**src/rtl/exp_reader_pkg.sv**
```systemverilog
// Shared definitions for the exponential accelerator result reader.
// Holds the reader FSM encoding, the Q2.16 format shared with the
// accelerator, and the BCD nibble width.
package exp_reader_pkg;
  localparam int INT_W  = 2;
  localparam int FRAC_W = 16;
  localparam int BCD_W  = 4;

  typedef enum logic [1:0] {
    IDLE,
    POP,
    CAPTURE,
    CONV
  } state_t;
endpackage

```
**src/rtl/frac_mul10.sv**
```systemverilog
// One step of binary-fraction to decimal conversion.
// Multiplies an unsigned fraction by ten. The carry into the integer
// nibble is the next decimal digit, and the low bits are the remainder.
//   f      : unsigned fraction, FRAC_W bits
//   digit  : next decimal digit, 0..9
//   f_next : fraction left over for the following digit
module frac_mul10 #(
  parameter int FRAC_W = exp_reader_pkg::FRAC_W
) (
  input  logic [FRAC_W-1:0] f,
  output logic [3:0]        digit,
  output logic [FRAC_W-1:0] f_next
);
  logic [FRAC_W+3:0] fx, p;

  // 10*f = 8*f + 2*f. Because f < 1, p < 10, so the top nibble is a decimal digit.
  assign fx     = {4'b0, f};
  assign p      = (fx << 3) + (fx << 1);
  assign digit  = p[FRAC_W+3:FRAC_W];
  assign f_next = p[FRAC_W-1:0];
endmodule

```
**src/rtl/exp_result_reader.sv**
```systemverilog
// Pops one Q2.16 result from the accelerator FIFO for each "next" request.
// It then converts the result serially into BCD: one integer digit plus
// FRAC_DIGITS truncated fraction digits, one fraction digit per cycle.
// Ports:
//   clk, rst   : clock, synchronous active-high reset
//   next       : one-cycle fetch request
//   usedw      : FIFO fill level, 0 = empty
//   q          : FIFO read data, valid the cycle after read
//   read       : FIFO pop strobe
//   busy       : fetch/conversion in progress
//   valid      : int_bcd/frac_bcd hold a completed conversion
//   empty_err  : pulse when next arrives with the FIFO empty
//   int_bcd    : integer digit
//   frac_bcd   : fraction digits, most significant digit in the top nibble
module exp_result_reader #(
  parameter int INT_W       = exp_reader_pkg::INT_W,
  parameter int FRAC_W      = exp_reader_pkg::FRAC_W,
  parameter int DATA_W      = INT_W + FRAC_W,
  parameter int USEDW_W     = 3,
  parameter int FRAC_DIGITS = 4
) (
  input  logic                                        clk,
  input  logic                                        rst,
  input  logic                                        next,
  input  logic [USEDW_W-1:0]                          usedw,
  input  logic [DATA_W-1:0]                           q,
  output logic                                        read,
  output logic                                        busy,
  output logic                                        valid,
  output logic                                        empty_err,
  output logic [exp_reader_pkg::BCD_W-1:0]            int_bcd,
  output logic [exp_reader_pkg::BCD_W*FRAC_DIGITS-1:0] frac_bcd
);
  import exp_reader_pkg::*;

  localparam int CNT_W = (FRAC_DIGITS > 1) ? $clog2(FRAC_DIGITS) : 1;

  state_t            state, state_nx;
  logic [FRAC_W-1:0] f, f_next;
  logic [3:0]        digit;
  logic [CNT_W-1:0]  cnt;
  logic              last;
  logic              have_word;

  assign last      = (cnt == CNT_W'(FRAC_DIGITS - 1));
  assign have_word = (usedw != '0);

  frac_mul10 #(.FRAC_W(FRAC_W)) u_mul10 (
    .f      (f),
    .digit  (digit),
    .f_next (f_next)
  );

  always_ff @(posedge clk) begin
    if (rst) state <= IDLE;
    else     state <= state_nx;
  end

  // read and busy are decoded from the state alone.
  // POP is the only state that pops the FIFO.
  always_comb begin
    state_nx = state;
    read     = 1'b0;
    busy     = 1'b0;
    case (state)
      IDLE:    if (next && have_word) state_nx = POP;
      POP:     begin read = 1'b1; busy = 1'b1; state_nx = CAPTURE; end
      CAPTURE: begin busy = 1'b1; state_nx = CONV; end
      CONV:    begin busy = 1'b1; if (last) state_nx = IDLE; end
      default: state_nx = IDLE;
    endcase
  end

  always_ff @(posedge clk) begin
    if (rst) begin
      valid     <= 1'b0;
      empty_err <= 1'b0;
      int_bcd   <= '0;
      frac_bcd  <= '0;
      f         <= '0;
      cnt       <= '0;
    end else begin
      empty_err <= 1'b0;
      case (state)
        // A request on an empty FIFO leaves the previous result on display.
        IDLE: if (next) begin
          if (have_word) valid     <= 1'b0;
          else           empty_err <= 1'b1;
        end
        CAPTURE: begin
          int_bcd  <= {{(BCD_W-INT_W){1'b0}}, q[DATA_W-1:FRAC_W]};
          f        <= q[FRAC_W-1:0];
          frac_bcd <= '0;
          cnt      <= '0;
        end
        CONV: begin
          f   <= f_next;
          cnt <= cnt + 1'b1;
          // The first digit goes to the top nibble and later digits fill downward.
          for (int i = 0; i < FRAC_DIGITS; i++)
            if (cnt == CNT_W'(FRAC_DIGITS - 1 - i))
              frac_bcd[i*BCD_W +: BCD_W] <= digit;
          if (last) valid <= 1'b1;
        end
        default: ;
      endcase
    end
  end
endmodule

```
**config.mk**
```make
export PLATFORM = sky130hd
export DESIGN_NAME = exp_result_reader
export DESIGN_NICKNAME = d
export VERILOG_FILES = /design/src/rtl/exp_reader_pkg.sv /design/src/rtl/frac_mul10.sv /design/src/rtl/exp_result_reader.sv
export SDC_FILE = /design/constraint.sdc
export NUM_CORES = 1
export LEC_CHECK = 0
export ABC_AREA = 1
export CAP_MARGIN = 40
export CORE_UTILIZATION = 40
export CTS_CLUSTER_SIZE = 14
export DETAILED_ROUTE_END_ITERATION = 10
export PLACE_DENSITY = 0.69
export SLEW_MARGIN = 20
export SYNTH_ARGS = -nofsm -noshare
export SYNTH_HDL_FRONTEND = slang
export SYNTH_SLANG_ARGS = --single-unit
```
**constraint.sdc**
```tcl
create_clock -name clk -period 1.67 [get_ports clk]
set_input_delay 0.167 -clock clk [delete_from_list [all_inputs] [get_ports clk]]
set_output_delay 0.167 -clock clk [all_outputs]
set_load 0.01 [all_outputs]
```
==> results of run 1 <==
[stage by stage]
| step | setup WS, ns | instance area, um2 | hold WS [ns] |
|---|---|---|---|
| CTS | -0.0474 | 3400 | 0.440 |
| floorplan | 0.00211 | 2580 | 0.295 |
| global placement | -0.0199 | 3230 | 0.465 |
| global route | -0.144 | 3660 | 0.462 |
| finish | -0.0743 | 3660 | 0.448 |
| detailed placement | -0.0985 | 3230 | 0.478 |
[cell usage in the layout, fill, tap and decap left out, types with 10 or more instances in the layout]
cell and instances:
dfxtp_2 13, nand2_1 73, clkdlybuf4s50_1 44, o21ai_0 22, a21oi_2 17, nand3_1 31
ha_4 11, buf_4 28, a21oi_1 21, ha_1 10, dfxtp_1 26, nand2_2 13
inv_1 36, nor2_1 16
[area by class of cell]
class	instances	area, um2	area share, %
Clock buffer	7	86.3	2.36
Clock inverter	1	7.51	0.205
Inverter	40	150	4.10
Multi-Input combinational cell	273	1840	50.3
Sequential cell	40	821	22.4
Tap cell	75	93.8	2.56
Timing Repair Buffer	73	659	18.0
[per-layer routing]
metal | share of wire [%] | GRT usage (%) | vias to the layer above
li1 | - | - | 1348
met1 | 47 | 28.2 | 1230
met2 | 48 | 35.8 | 57
met3 | 2.7 | 2.75 | 19
met4 | 3.0 | 7.02 | 0
met5 | 0 | 0 | -
[kinds of logic (layout without fill, tap and decap cells)]
group                      Yosys count  in the layout  synth area share (%)
DFF                                 40             40                  31.2
buffers and inverters               54            121                  8.76
other                                1              2                 0.146
adders and majority gates           24             24                  12.0
and+or+nand+nor                    167            167                  30.6
AOI/OAI and AO/OA                   80             80                  17.4
[worst reg2reg max path: cells and delay by family, from the launching register on]
| kind | cells | cell delay [ns] |
|---|---|---|
| fa+ha+maj | 2 | 0.52 |
| compound gates | 1 | 0.15 |
| flops | 1 | 0.35 |
| simple gates | 8 | 0.66 |
[how the worst max path moves through the flow]
stage                       end  slack [ns]  cells after the start
finish              frac_bcd[9]       -0.07                     11
global route        frac_bcd[0]       -0.14                     10
CTS                 frac_bcd[1]       -0.05                     11
detailed placement  frac_bcd[1]        -0.1                     11
global placement           f[9]       -0.02                      9
floorplan                  f[9]       0.002                      9
[flip-flops by register name, indices dropped and copies added (netlist names)]
name / count
empty_err: 1
cnt: 2
f: 16
state: 2
int_bcd: 2
valid: 1
frac_bcd: 16
[timing repair]
action	4_1_cts	5_1_grt
pin swaps	6	12
setup buffers	1	3
resized for setup	20	55
setup endpoints to repair	22	26
[cell usage after synthesis (4+ instances only)]
master / number
o21ai_0: 26
or2_2: 4
clkbuf_1: 6
nor2_1: 17
nand4_1: 4
nand3_2: 4
dfxtp_1: 40
nand2_1: 82
nand3_1: 35
nand3b_1: 4
ha_1: 23
a21oi_1: 35
inv_1: 37
a31oi_1: 6
nand2_2: 8
[where the power goes]
group          total (W)  internal [W]  switching (W)
sequential       0.00156       0.00128       0.000277
combinational    0.00251       0.00123        0.00128
clock           0.000685      0.000336       0.000349
==> flow_metrics.py, run 1 <==
metrics = {
    "status": {
        "status": "finished, violations left",
        "violations": "setup timing",
    },
    "placed_design": {
        "dp_hpwl_mm": 4.96,
        "io_buffers": 45,
        "place_congestion": 0.846,
        "place_inst": 497,
    },
    "global_routing": {
        "antenna_found_initial": 0,
        "first_global_vias": 2416,
        "grt_pass1_wl_mm": 11.1,
        "overflow": 0,
        "grt_usage_pct": 21.4,
        "grt_max_degree": 24,
    },
    "critical_path": {
        "endpoint_kind": "flop",
        "path_common_cell": "nand2_4",
        "path_buf_inv": 0,
        "worst_ep_required_time_ns": 1.90,
        "r2r_cells": 11,
        "cp_max_fo": 4,
        "critical-path-top-delay-family": "simple AND/OR/NAND/NOR gates",
        "arrival_ns": 1.98,
        "critical_path_class": "flop to flop",
        "r2r_slack_ns": -0.07,
        "reg2reg_to": "frac_bcd[9]",
        "crit_path_start": "f[2]",
        "slowest_delay_ns": 0.36,
        "slowest_stage": "fa_2",
        "crit_chain": "ha_4 > fa_2 > nand3_2 > nand2_2 > nand2_2 > nand2_4 > nand2_4 > nand2_4 > nand2_4 > nand3_4 > a21oi_2",
        "worst_setup_path_start_kind": "flop",
        "r2r-start": "f[2]",
    },
    "power_and_ir_drop": {
        "power_density_mw_per_mm2": 1300,
        "p_leak_nw": 1.59,
        "irDropWorstVdd_mv": 0.962,
        "p_total_w": 0.00476,
    },
    "hold_path": {
        "min_from": "next",
        "hold_depth": 3,
        "worst_hold_path_type": "primary input to flop",
        "worstHoldEndpoint": "empty_err",
    },
    "sta": {
        "slew_viol_final": 0,
        "fin_crit_sh_pct": 104,
        "finalSetupViolCount": 10,
        "worst_pin_slew_ns": 0.638,
        "fin_skew_ns": 0.00611,
        "tns_ns": -0.357,
        "period_minus_slack_ns": 1.74,
        "finalHoldViolCount": 0,
        "fin_ws_ns": -0.0743,
        "slew_headroom_pct": 57.4,
        "fmax_ghz": 0.573,
        "rsz0062_at_grt": "true",
    },
    "yosys": {
        "synth_area_mm2": 0.00257,
        "synth_area_leader_cell": "dfxtp_1",
        "ys_top_cells_by_area": "dfxtp_1 (31%), nand2_1 (12%), ha_1 (11%)",
        "yosys_warnings": 0,
        "synth_cells": 366,
        "synth_top_area_share_pct": 31.2,
        "avgSynthCellArea_um2": 7.02,
        "synth-main-ff-cell": "dfxtp_1",
        "ys_types": 37,
        "synth_edf_count": 0,
        "ys_seq_area_share_pct": 31.2,
        "synthArstFlopShare_pct": 0,
        "ys_ff_latch": 40,
    },
    "clock_network": {
        "path_clk_slew_ns": 0.08,
        "htreeDepth": 2,
        "clock_sinks": 40,
        "cts_buffers": 5,
        "cts_tree": "done",
        "clockBufferDepth": 2,
        "insertion_delay_ns": 0.30,
        "root_buffer": "clkbuf_8",
        "ctsHoldBuffers": 0,
    },
    "drt": {
        "routedWlPerCell_um": 13.8,
        "dr.pass1.iters": 4,
        "via_per_inst": 5.21,
        "drtAntennaViolNets": 0,
        "drc": 0,
        "drt_iter0_drc": 192,
        "wl_mm": 7.02,
        "vias": 2654,
    },
    "finish": {
        "fillCellCount": 560,
        "utilization_pct": 60.4,
        "syn2layout_area_growth_pct": 42.4,
        "fin_nets": 481,
        "diodes": 0,
        "drive_gt1_share_pct": 27.9,
        "finalNonFillerCells": 509,
    },
    "floorplan": {
        "die_w_um": 82.2,
        "start_util_pct": 42.4,
        "die_y_um": 82.2,
        "core_mm2": 0.00606,
        "io-pin-count": 48,
        "die_area_mm2": 0.00675,
        "rows": 28,
    },
    "job": {
        "max_cap_violations": 0,
    },
}
No activity file was read; power rests on OpenSTA's default activity.
==> inputs of run 2 (changes only) <==
- CTS_BUF_LIST: default -> sky130_fd_sc_hd__clkbuf_8
- HOLD_SLACK_MARGIN: default -> 0.05
==> run 2 against run 1 <==
Against the previous run: routed wire length rose by 0.16%; final cell count did not move; count of clock-buffer cells in the layout fell by 1; critical path depth did not move; highest routed layer unchanged; largest power group unchanged; critical endpoint unchanged; cell area did not move; the flow still finishes with violations (setup timing); combinational power barely moved; non-clock buffer count did not move; first-iteration DRC count fell by 5.7%.
==> flow_metrics.py, run 2 (same netlist as run 1, synthesis figures left out) <==
metrics = {
    "status": {
        "status": "finished, violations left",
        "violations": "setup timing",
    },
    "floorplan": {
        "die_w_um": 82.2,
        "start_util_pct": 42.4,
        "core_mm2": 0.00606,
        "io-pin-count": 48,
        "die_y_um": 82.2,
        "die_area_mm2": 0.00675,
        "rows": 28,
    },
    "finish": {
        "finalNonFillerCells": 509,
        "diodes": 0,
        "drive_gt1_share_pct": 27.9,
        "fin_nets": 481,
        "design_area_mm2": 0.00366,
        "syn2layout_area_growth_pct": 42.4,
        "reg.largest.list": "f x16, frac_bcd x16",
        "mostFrequentLayoutCells": "nand2_1 (73), clkdlybuf4s50_1 (44), inv_1 (37)",
        "layout_commonest_cell": "nand2_1",
    },
    "sta": {
        "fin_crit_sh_pct": 104,
        "slew_headroom_pct": 57.4,
        "fin_ws_ns": -0.0743,
        "finalSetupViolCount": 11,
        "finalHoldViolCount": 0,
        "fin_skew_ns": 0.00571,
        "period_minus_slack_ns": 1.74,
        "rsz0062_at_grt": "true",
        "fmax_ghz": 0.573,
        "worst_pin_slew_ns": 0.638,
        "slew_viol_final": 0,
    },
    "clock_network": {
        "clockBufferDepth": 2,
        "cts_tree": "done",
        "htreeDepth": 2,
        "clock_sinks": 40,
        "ctsHoldBuffers": 0,
        "root_buffer": "clkbuf_8",
        "path_clk_slew_ns": 0.08,
        "insertion_delay_ns": 0.30,
        "cts_buffers": 5,
    },
    "global_routing": {
        "grt_usage_pct": 21.4,
        "grt_pass1_wl_mm": 11.1,
        "grt_max_degree": 24,
        "overflow": 0,
        "antenna_found_initial": 0,
        "first_global_vias": 2416,
    },
    "critical_path": {
        "endpoint_kind": "flop",
        "critical_path_class": "flop to flop",
        "worst_ep_required_time_ns": 1.90,
        "worst_setup_path_start_kind": "flop",
        "cp_max_fo": 4,
        "arrival_ns": 1.98,
    },
    "drt": {
        "vias": 2649,
        "routedWlPerCell_um": 13.8,
        "via_per_inst": 5.20,
        "drtAntennaViolNets": 0,
        "drc": 0,
        "wl_mm": 7.03,
        "dr.pass1.iters": 4,
        "drt_iter0_drc": 181,
    },
    "power_and_ir_drop": {
        "p_total_w": 0.00476,
        "p_leak_nw": 1.59,
        "power_density_mw_per_mm2": 1300,
        "irDropWorstVdd_mv": 0.962,
    },
    "placed_design": {
        "dpl_cell_area_mm2": 0.00323,
        "dp_hpwl_mm": 4.96,
        "dpl_worst_slack_ns": -0.0985,
        "place_congestion": 0.846,
        "io_buffers": 45,
        "place_inst": 497,
    },
    "hold_path": {
        "worst_hold_path_type": "primary input to flop",
    },
    "job": {
        "max_cap_violations": 0,
    },
}
[run 2: cell count changes in the layout (fill, tap and decap cells not counted)]
cell      change
inv_1         +1
clkbuf_1      -1
[run 2: area by class of cell]
cell class / instances / area [um2]
clock inverters: 2 / 11.3
fillers: 560 / 2400
well taps: 75 / 93.8
repair buffers: 73 / 659
flip-flops and latches: 40 / 821
clock buffers: 6 / 82.6
multi-input cells: 273 / 1840
inverters: 40 / 150
[run 2: layer usage]
layer / share of wire [%] / vias up / track usage, %
met5: 0 / - / 0
met2: 48 / 52 / 35.8
met4: 3.0 / 0 / 7.02
met3: 2.3 / 19 / 2.75
met1: 47 / 1231 / 28.2
li1: - / 1347 / -
[run 2: final timing paths]
kind | from | end | slack, ns | cells past startpoint
setup / recovery | f[2] | frac_bcd[9] | -0.07 | 11
setup reg to reg | f[2] | frac_bcd[9] | -0.07 | 11
hold / removal | next | empty_err | 0.45 | 3
hold reg to reg | frac_bcd[6] | frac_bcd[6] | 0.50 | 2
[run 2: timing repair]
item / CTS / global route
setup endpoints to repair: 22 / 26
endpoints found under the hold margin: 0 / 0
setup buffers: 1 / 3
gates resized for setup: 20 / 55
pin swaps: 6 / 12
[run 2: report_power, final]
| part | internal, W | switching, W |
|---|---|---|
| Combinational | 0.00123 | 0.00128 |
| Sequential | 0.00128 | 0.000277 |
| Clock | 0.000330 | 0.000351 |
[run 2: critical path: stages (launching register included)]
cell and delay [ns]:
dfxtp_2 0.35, ha_4 0.16, fa_2 0.36, nand3_2 0.09
nand2_2 0.07, nand2_2 0.09, nand2_4 0.07, nand2_4 0.09
nand2_4 0.07, nand2_4 0.07, nand3_4 0.11, a21oi_2 0.15
[run 2: through the flow]
step                util (%)  hold WS (ns)  setup TNS (ns)
floorplan                  -         0.295               0
global placement        53.2         0.465          -0.125
detailed placement      53.2         0.478          -0.508
CTS                     56.1         0.440          -0.304
global route            60.4         0.462           -2.18
finish                  60.4         0.448          -0.363
==> inputs of run 3 (changes only) <==
--- a/config.mk
+++ b/config.mk
@@ -14,3 +14,3 @@
 export HOLD_SLACK_MARGIN = 0.05
-export PLACE_DENSITY = 0.69
+export PLACE_DENSITY = 0.68
 export SLEW_MARGIN = 20
@@ -18,2 +18,3 @@
 export SYNTH_HDL_FRONTEND = slang
+export SYNTH_HIERARCHICAL = 1
 export SYNTH_SLANG_ARGS = --single-unit
==> constraint.sdc (replaced) <==
create_clock -name clk -period 1.67 [get_ports clk]
set_input_delay 0.334 -clock clk [delete_from_list [all_inputs] [get_ports clk]]
set_output_delay 0.334 -clock clk [all_outputs]
set_load 0.01 [all_outputs]
==> run 3 against run 2 <==
Against the previous run: the run still ends with setup timing left; routed wire length up 13%; die area up 9.1%; hold slack better by 0.020 ns; clock skew up 0.0015 ns; largest power group unchanged; fmax down 5.7%; setup slack worse by 0.11 ns; final cell count up 21%.
==> flow_metrics.py, run 3 <==
metrics = {
    "critical_path": {
        "arrival_ns": 2.10,
        "cp.depth": 13,
        "cp_max_fo": 4,
        "worst_ep_required_time_ns": 1.92,
        "r2r_cells": 13,
        "endpoint_kind": "flop",
        "critical_path_class": "flop to flop",
        "worst_setup_path_start_kind": "flop",
        "slowest_delay_ns": 0.37,
        "path_buf_inv": 1,
        "crit_chain": "ha_4 > fa_2 > nand2_2 > nand2_2 > nand3b_1 > nand2_2 > nand2_2 > nand3_2 > nand2_1 > nand2_1 > inv_2 > nand2_2 > a21oi_2",
        "path_common_cell": "nand2_2",
        "slowest_stage": "dfxtp_4",
        "critical-path-top-delay-family": "simple AND/OR/NAND/NOR gates",
    },
    "yosys": {
        "yosysMostFrequentCell": "nand2_1",
        "muxShareOfSynthArea_pct": 0,
        "synth_area_leader_cell": "dfxtp_1",
        "synth_edf_count": 0,
        "synth_top_area_share_pct": 28.5,
        "ys_types": 31,
        "synthSimpleGateAreaFrac_pct": 35.4,
        "synthArstFlopShare_pct": 0,
        "synth_cells": 438,
        "ys_seq_area_share_pct": 28.5,
        "yosys_warnings": 6,
        "ys_top_cells_by_count": "nand2_1 (176), inv_1 (70), dfxtp_1 (40)",
        "synth_xor_area_share_pct": 2.18,
        "ys_top_cells_by_area": "dfxtp_1 (28%), nand2_1 (24%), ha_1 (10%)",
        "synth_compound_area_share_pct": 8.77,
        "ys_ff_latch": 40,
        "synth_top_family_by_area": "simple AND/OR/NAND/NOR gates",
        "synth-main-ff-cell": "dfxtp_1",
        "avgSynthCellArea_um2": 6.42,
        "synthAdderAreaFrac_pct": 11.0,
        "synth_area_mm2": 0.00281,
    },
    "sta": {
        "rsz0062_at_grt": "true",
        "fin_crit_sh_pct": 111,
        "fmax_ghz": 0.541,
        "finalSetupViolCount": 26,
        "slew_viol_final": 0,
        "fin_skew_ns": 0.00722,
        "fin_ws_ns": -0.179,
        "finalHoldViolCount": 0,
        "whs_ns": 0.468,
        "period_minus_slack_ns": 1.85,
    },
    "drt": {
        "dr.pass1.iters": 4,
        "drtAntennaViolNets": 0,
        "drt_iter0_drc": 147,
        "via_per_inst": 4.84,
        "wl_mm": 7.92,
        "drc": 0,
        "vias": 2972,
        "routedWlPerCell_um": 12.9,
    },
    "power_and_ir_drop": {
        "p_leak_nw": 2.08,
        "p_total_w": 0.00472,
        "power_density_mw_per_mm2": 1140,
        "irDropWorstVdd_mv": 0.749,
    },
    "clock_network": {
        "htreeDepth": 2,
        "path_clk_slew_ns": 0.09,
        "clock_sinks": 40,
        "ctsHoldBuffers": 0,
        "root_buffer": "clkbuf_8",
        "cts_buffers": 5,
        "clockBufferDepth": 2,
        "insertion_delay_ns": 0.30,
        "cts_tree": "done",
    },
    "finish": {
        "diodes": 0,
        "layout_commonest_cell": "nand2_1",
        "fin_nets": 565,
        "reg.largest.list": "f x16, frac_bcd x16",
        "mostFrequentLayoutCells": "nand2_1 (146), inv_1 (64), clkdlybuf4s50_1 (43)",
        "design_area_mm2": 0.00414,
        "syn2layout_area_growth_pct": 47.2,
        "utilization_pct": 60.9,
        "finalNonFillerCells": 614,
        "drive_gt1_share_pct": 30.7,
        "fillCellCount": 590,
    },
    "status": {
        "violations": "setup timing",
        "status": "finished, violations left",
    },
    "placed_design": {
        "dpl_cell_area_mm2": 0.00353,
        "place_congestion": 0.878,
        "io_buffers": 45,
        "dp_hpwl_mm": 5.29,
        "place_inst": 599,
    },
    "floorplan": {
        "core_mm2": 0.00679,
        "die_w_um": 85.8,
        "die_area_mm2": 0.00737,
        "rows": 30,
        "start_util_pct": 41.4,
        "io-pin-count": 48,
        "die_y_um": 85.8,
    },
    "global_routing": {
        "grt_pass1_wl_mm": 12.4,
        "antenna_found_initial": 0,
        "overflow": 0,
        "grt_max_degree": 19,
        "first_global_vias": 2886,
        "grt_usage_pct": 20.9,
    },
    "job": {
        "max_cap_violations": 0,
    },
    "hold_path": {
        "worst_hold_path_type": "flop to flop",
        "hold_depth": 2,
    },
}
## run 3: cell families after synthesis
logic type               Yosys count
AND/OR/NAND/NOR                  237
buffers and inverters             86
AO/OA/AOI/OAI                     42
flip-flops                        40
adder cells (fa/ha/maj)           24
XOR/XNOR                           7
other                              2
## run 3: layer usage
metal,vias to the layer above,GRT usage [%],routed length [um]
li1,1484,-,-
met1,1405,25.4,3460
met3,18,2.21,200
met4,0,6.36,161
met2,65,38.7,4100
met5,-,0,0
## run 3: cell type report
| class | instances | area (um2) | share of cell area (%) |
|---|---|---|---|
| repair buffers | 85 | 776 | 18.8 |
| flip-flops and latches | 40 | 837 | 20.2 |
| multi-input cells | 313 | 2020 | 48.7 |
| clock buffers | 5 | 68.8 | 1.66 |
| inverters | 72 | 273 | 6.59 |
| clock inverters | 3 | 46.3 | 1.12 |
| well taps | 96 | 120 | 2.90 |
## run 3: what timing repair did
action / CTS / global route
setup buffers: 3 / 6
pin swaps: 30 / 39
gates resized for setup: 57 / 53
endpoints found under the setup margin: 27 / 27
## run 3: path summary, 6_finish.rpt
path | startpoint | end | slack (ns)
min reg2reg | frac_bcd[15] | frac_bcd[15] | 0.47
max | f[2] | frac_bcd[9] | -0.18
min | frac_bcd[15] | frac_bcd[15] | 0.47
max reg2reg | f[2] | frac_bcd[9] | -0.18
## run 3: per-stage QoR
step                      setup WS (ns)  setup TNS [ns]
after floorplan                 -0.0481          -0.131
after CTS                        -0.161           -2.47
final                            -0.179           -2.60
after global routing             -0.337           -5.31
after detailed placement         -0.184           -3.02
after global placement           -0.142           -2.32
## run 3: worst register-to-register path, cell delays in order (launching register included)
cell and delay, ns:
dfxtp_4 0.37, ha_4 0.16, fa_2 0.35, nand2_2 0.08, nand2_2 0.05, nand3b_1 0.09
nand2_2 0.09, nand2_2 0.10, nand3_2 0.07, nand2_1 0.07, nand2_1 0.05, inv_2 0.11
nand2_2 0.07, a21oi_2 0.13
## run 3: power by group
group / internal, W / switching (W) / leakage [nW]
Sequential: 0.00114 / 0.000205 / 0.333
Combinational: 0.00118 / 0.00136 / 1.69
Clock: 0.000451 / 0.000393 / 0.0548
Total: 0.00276 / 0.00196 / 2.08
==> patch 1, RTL diff (settings of run 1) <==
The 4 states of `state_t` get a one-hot encoding in 4 bits.
--- a/src/rtl/exp_reader_pkg.sv
+++ b/src/rtl/exp_reader_pkg.sv
@@ -6,11 +6,11 @@
   localparam int FRAC_W = 16;
   localparam int BCD_W  = 4;
 
-  typedef enum logic [1:0] {
-    IDLE,
-    POP,
-    CAPTURE,
-    CONV
+  typedef enum logic [3:0] {
+    IDLE    = 4'b0001,
+    POP     = 4'b0010,
+    CAPTURE = 4'b0100,
+    CONV    = 4'b1000
   } state_t;
 endpackage
 
Behaviour: no difference found for any inputs over 4 cycles, from zero or initial values and one cycle with rst high; so few cycles prove little.
==> patch 1 against run 1 <==
The flow still finishes with violations (negative setup slack). Design area up 4.3%. Synthesized area up 6.3%. Wire length up 6.6%. Worst setup slack better by 0.048 ns. Sequential cell count up 2. Count of clock-buffer cells in the layout down 1. Non-clock buffer count up 8. Die area up 6.2%. Critical path type unchanged.
Power is not compared: it rests on default switching activity, and its combinational part moved more than twofold at a synthesized area within 25%.
==> patch 1: results <==
metrics = {
    "clock_network": {
        "post_cts_resized": 32,
        "post_cts_buffers": 2,
        "insertion_delay_ns": 0.29,
        "cts_buffers": 5,
        "cts_max_level": 2,
        "clockBufferDepth": 2,
        "clk_pin_slew_ns": 0.08,
        "cts-root-buf": "clkbuf_8",
    },
    "global_routing": {
        "grt_pass1_wl_um": 12410,
        "grt_pass1_vias": 2652,
        "grt_usage": 0.2152,
        "grt_max_degree": 28,
        "antenna_found_initial": 0,
    },
    "layout": {
        "reg_top3": "f (16), frac_bcd (16), state (4)",
        "drive_gt1_frac": 0.2605,
        "num-fill-cells": 578,
        "finalNetCount": 519,
    },
    "min_path": {
        "worstHoldStart": "q[0]",
        "min_to": "f[0]",
        "holdCritPathClass": "input port to flop",
        "holdPathStages": 3,
    },
    "synth": {
        "async_flop_share": 0,
        "yosys_warnings": 0,
        "yosysUniqueCellTypes": 30,
        "ys_top_cells_by_count": "nand2_1 (93), inv_1 (45), dfxtp_1 (42)",
        "netlist.area_leader.share": 0.3077,
        "synth_cells": 400,
        "yosys.area_share.xor_xnor": 0.01603,
        "synthMuxAreaShare": 0,
        "yosysSeqAreaShare": 0.3077,
        "synth_compound_area_frac": 0.1548,
        "ys_top_cells_by_area": "dfxtp_1 (31%), nand2_1 (13%), ha_1 (8.2%)",
        "synth-adder-area-share": 0.08974,
    },
    "placed_design": {
        "preCtsSetupSlack_ns": -0.1134,
        "placed_cell_area_sq_um": 3460,
        "place.gp.congestion": 0.8831,
        "dp_hpwl_um": 5354,
        "place_inst": 542,
        "portBuffers": 45,
    },
    "routing": {
        "drtIter0Drc": 138,
        "wl_per_cell_um": 13.52,
        "post_drt_via_cell_ratio": 5.136,
        "vias": 2840,
        "first_pass_iters": 6,
    },
    "status": {
        "violations": "negative setup slack",
        "status": "complete, but fails checks",
    },
    "timing": {
        "fin_setup_tns_ns": -0.04257,
        "finalSetupViolations": 3,
        "skew_ns": 0.008230,
        "layout_setup_ws_ns": -0.02635,
        "holdWs_ns": 0.4379,
    },
    "setup_path": {
        "reg2regPathDepth": 11,
        "r2r_start": "f[2]",
        "critPathLaunch": "f[2]",
        "cpMaxStageDelayCell": "dfxtp_2",
        "endpoint": "frac_bcd[1]",
    },
    "power": {
        "ir_drop_v": 0.0006035,
        "p_leak_nw": 1.683,
    },
    "job": {
        "maxCapViolCount": 0,
    },
}
-- patch 1: metal layers --
layer / up-vias / global-route usage / share of wire
met2: 57 / 0.3703 / 0.48
li1: 1447 / - / -
met1: 1328 / 0.2820 / 0.47
met4: 0 / 0.06780 / 0.012
met5: - / 0 / 0
met3: 8 / 0.02458 / 0.034
-- patch 1: cell type report --
| cell class | instances | area, sq um | share of cell area |
|---|---|---|---|
| Clock buffer | 6 | 82.58 | 0.02163 |
| Inverter | 48 | 180.2 | 0.04718 |
| Clock inverter | 1 | 30.03 | 0.007864 |
| Tap cell | 77 | 96.34 | 0.02523 |
| Timing Repair Buffer | 81 | 730.7 | 0.1914 |
| Sequential cell | 42 | 859.6 | 0.2251 |
| Multi-Input combinational cell | 298 | 1839 | 0.4817 |
-- patch 1: report_power, final --
part           total, mW  internal, mW  switching [mW]  leakage [nW]
logic              0.254         0.133           0.121          1.28
registers           1.05          1.03          0.0230         0.346
clock network      0.816         0.479           0.337        0.0573
==> patch 2, RTL diff (settings of run 1) <==
Made on the original files. Set the parameter `USEDW_W` to 6 (it was 3).
--- a/src/rtl/exp_result_reader.sv
+++ b/src/rtl/exp_result_reader.sv
@@ -16,7 +16,7 @@
   parameter int INT_W       = exp_reader_pkg::INT_W,
   parameter int FRAC_W      = exp_reader_pkg::FRAC_W,
   parameter int DATA_W      = INT_W + FRAC_W,
-  parameter int USEDW_W     = 3,
+  parameter int USEDW_W     = 6,
   parameter int FRAC_DIGITS = 4
 ) (
   input  logic                                        clk,
Interface: changed (resized usedw); port bits go from 48 to 51. No check against the original RTL was run, so the function may have changed too.
==> patch 2 against run 1 <==
Non-clock buffer count decreased by 2. Critical endpoint unchanged. The run still ends with negative setup slack left. Sequential cell count is the same. Design area is 4.3% higher. Clock skew down 0.0019 ns. Power is 7.9% higher. Hold slack worse by 0.012 ns. Synthesized area grew 0.29%. Wire length rose by 4.9%. Worst setup slack gained 0.016 ns.
==> patch 2: results <==
metrics = {
    "layout": {
        "finalNetCount": 486,
        "non_clock_buffer_area_share": 0.1728,
        "num-fill-cells": 506,
        "seq_share": 0.2184,
        "stdcell_count": 511,
        "drive_gt1_frac": 0.3028,
        "syn_to_final_growth_pct": 48.06,
        "multi_input_gates": 275,
        "multiInputGateArea_sq_um": 1913,
        "nNonClkBuffers": 71,
        "nonClockInverterCount": 42,
        "final-clk-cell-share": 0.04164,
    },
    "clock_network": {
        "cts_max_level": 2,
        "cts-root-buf": "clkbuf_8",
    },
    "synth": {
        "ys_top_cells_by_count": "nand2_1 (80), dfxtp_1 (40), inv_1 (38)",
        "yosysSeqAreaShare": 0.3107,
        "ys_top_cells_by_area": "dfxtp_1 (31%), nand2_1 (12%), ha_1 (11%)",
        "async_flop_share": 0,
        "avgSynthCellArea_sq_um": 6.966,
        "syn_area_sq_um": 2577,
        "yosysUniqueCellTypes": 36,
    },
    "global_routing": {
        "grt_pass1_wl_um": 11440,
        "grt_usage": 0.2197,
        "grt_pass1_vias": 2502,
    },
    "power": {
        "ir_drop_v": 0.0008290,
        "p_leak_nw": 1.620,
    },
    "placed_design": {
        "place.gp.congestion": 0.8888,
        "portBuffers": 48,
        "preCtsSetupSlack_ns": -0.1309,
        "placed_cell_area_sq_um": 3228,
        "place_inst": 499,
        "dp_hpwl_um": 5038,
    },
    "routing": {
        "post_drt_via_cell_ratio": 5.292,
        "drtIter0Drc": 108,
        "routed_wl_um": 7360,
    },
    "status": {
        "violations": "negative setup slack",
        "status": "complete, but fails checks",
    },
    "setup_path": {
        "worstPathMaxFanout": 5,
        "critPathArrivalTime_ns": 1.96,
        "cpMaxStageDelayCell": "dfxtp_4",
    },
    "timing": {
        "relSlewSlack": 0.5910,
        "finalSetupViolations": 7,
        "skew_ns": 0.004207,
        "layout_setup_ws_ns": -0.05826,
    },
    "min_path": {
        "holdCritPathClass": "input port to flop",
        "min_to": "f[0]",
        "worstHoldStart": "q[0]",
    },
}
[patch 2: cell types whose count changed after synthesis, moves of 2 or more]
cell | before | now
buf_4 | 3 | 5
nand2_1 | 82 | 80
a22oi_1 | 3 | 1
o21ai_0 | 26 | 28
[patch 2: where the power goes]
| part | internal (mW) | switching [mW] | leakage (nW) | total, mW |
|---|---|---|---|---|
| combinational | 1.17 | 1.31 | 1.21 | 2.48 |
| sequential | 1.26 | 0.273 | 0.335 | 1.53 |
| clock | 0.748 | 0.373 | 0.0784 | 1.12 |
[patch 2: metal layers]
layer	GRT usage	wire length [um]	share of wire
met1	0.2908	3358	0.46
met2	0.3661	3555	0.48
met3	0.03077	281	0.038
met4	0.07018	163	0.022
met5	0	0	0
[patch 2: stage by stage]
| step | hold slack (ns) | setup TNS (ns) |
|---|---|---|
| after floorplan | 0.3019 | 0 |
| after CTS | 0.4305 | -1.150 |
| final | 0.4360 | -0.2672 |
| after global routing | 0.4344 | -1.530 |
| after global placement | 0.4651 | -0.3039 |
| after detailed placement | 0.4661 | -0.7887 |
[patch 2: logic make-up (layout without fill, tap and decap cells)]
| group | Yosys count | in the layout | synth area share |
|---|---|---|---|
| simple gates | 169 | 169 | 0.3107 |
| compound gates | 80 | 80 | 0.1675 |
| fa+ha+maj | 24 | 24 | 0.1194 |
| other cells | 1 | 2 | 0.001455 |
| buf+inv | 56 | 121 | 0.09029 |
| flops | 40 | 40 | 0.3107 |
[patch 2: timing repair]
item / 4_1_cts / 5_1_grt
pin swaps: 2 / 15
gates cloned: 0 / 0
setup buffers: 1 / 3
setup endpoints to repair: 19 / 29
resized for setup: 14 / 81
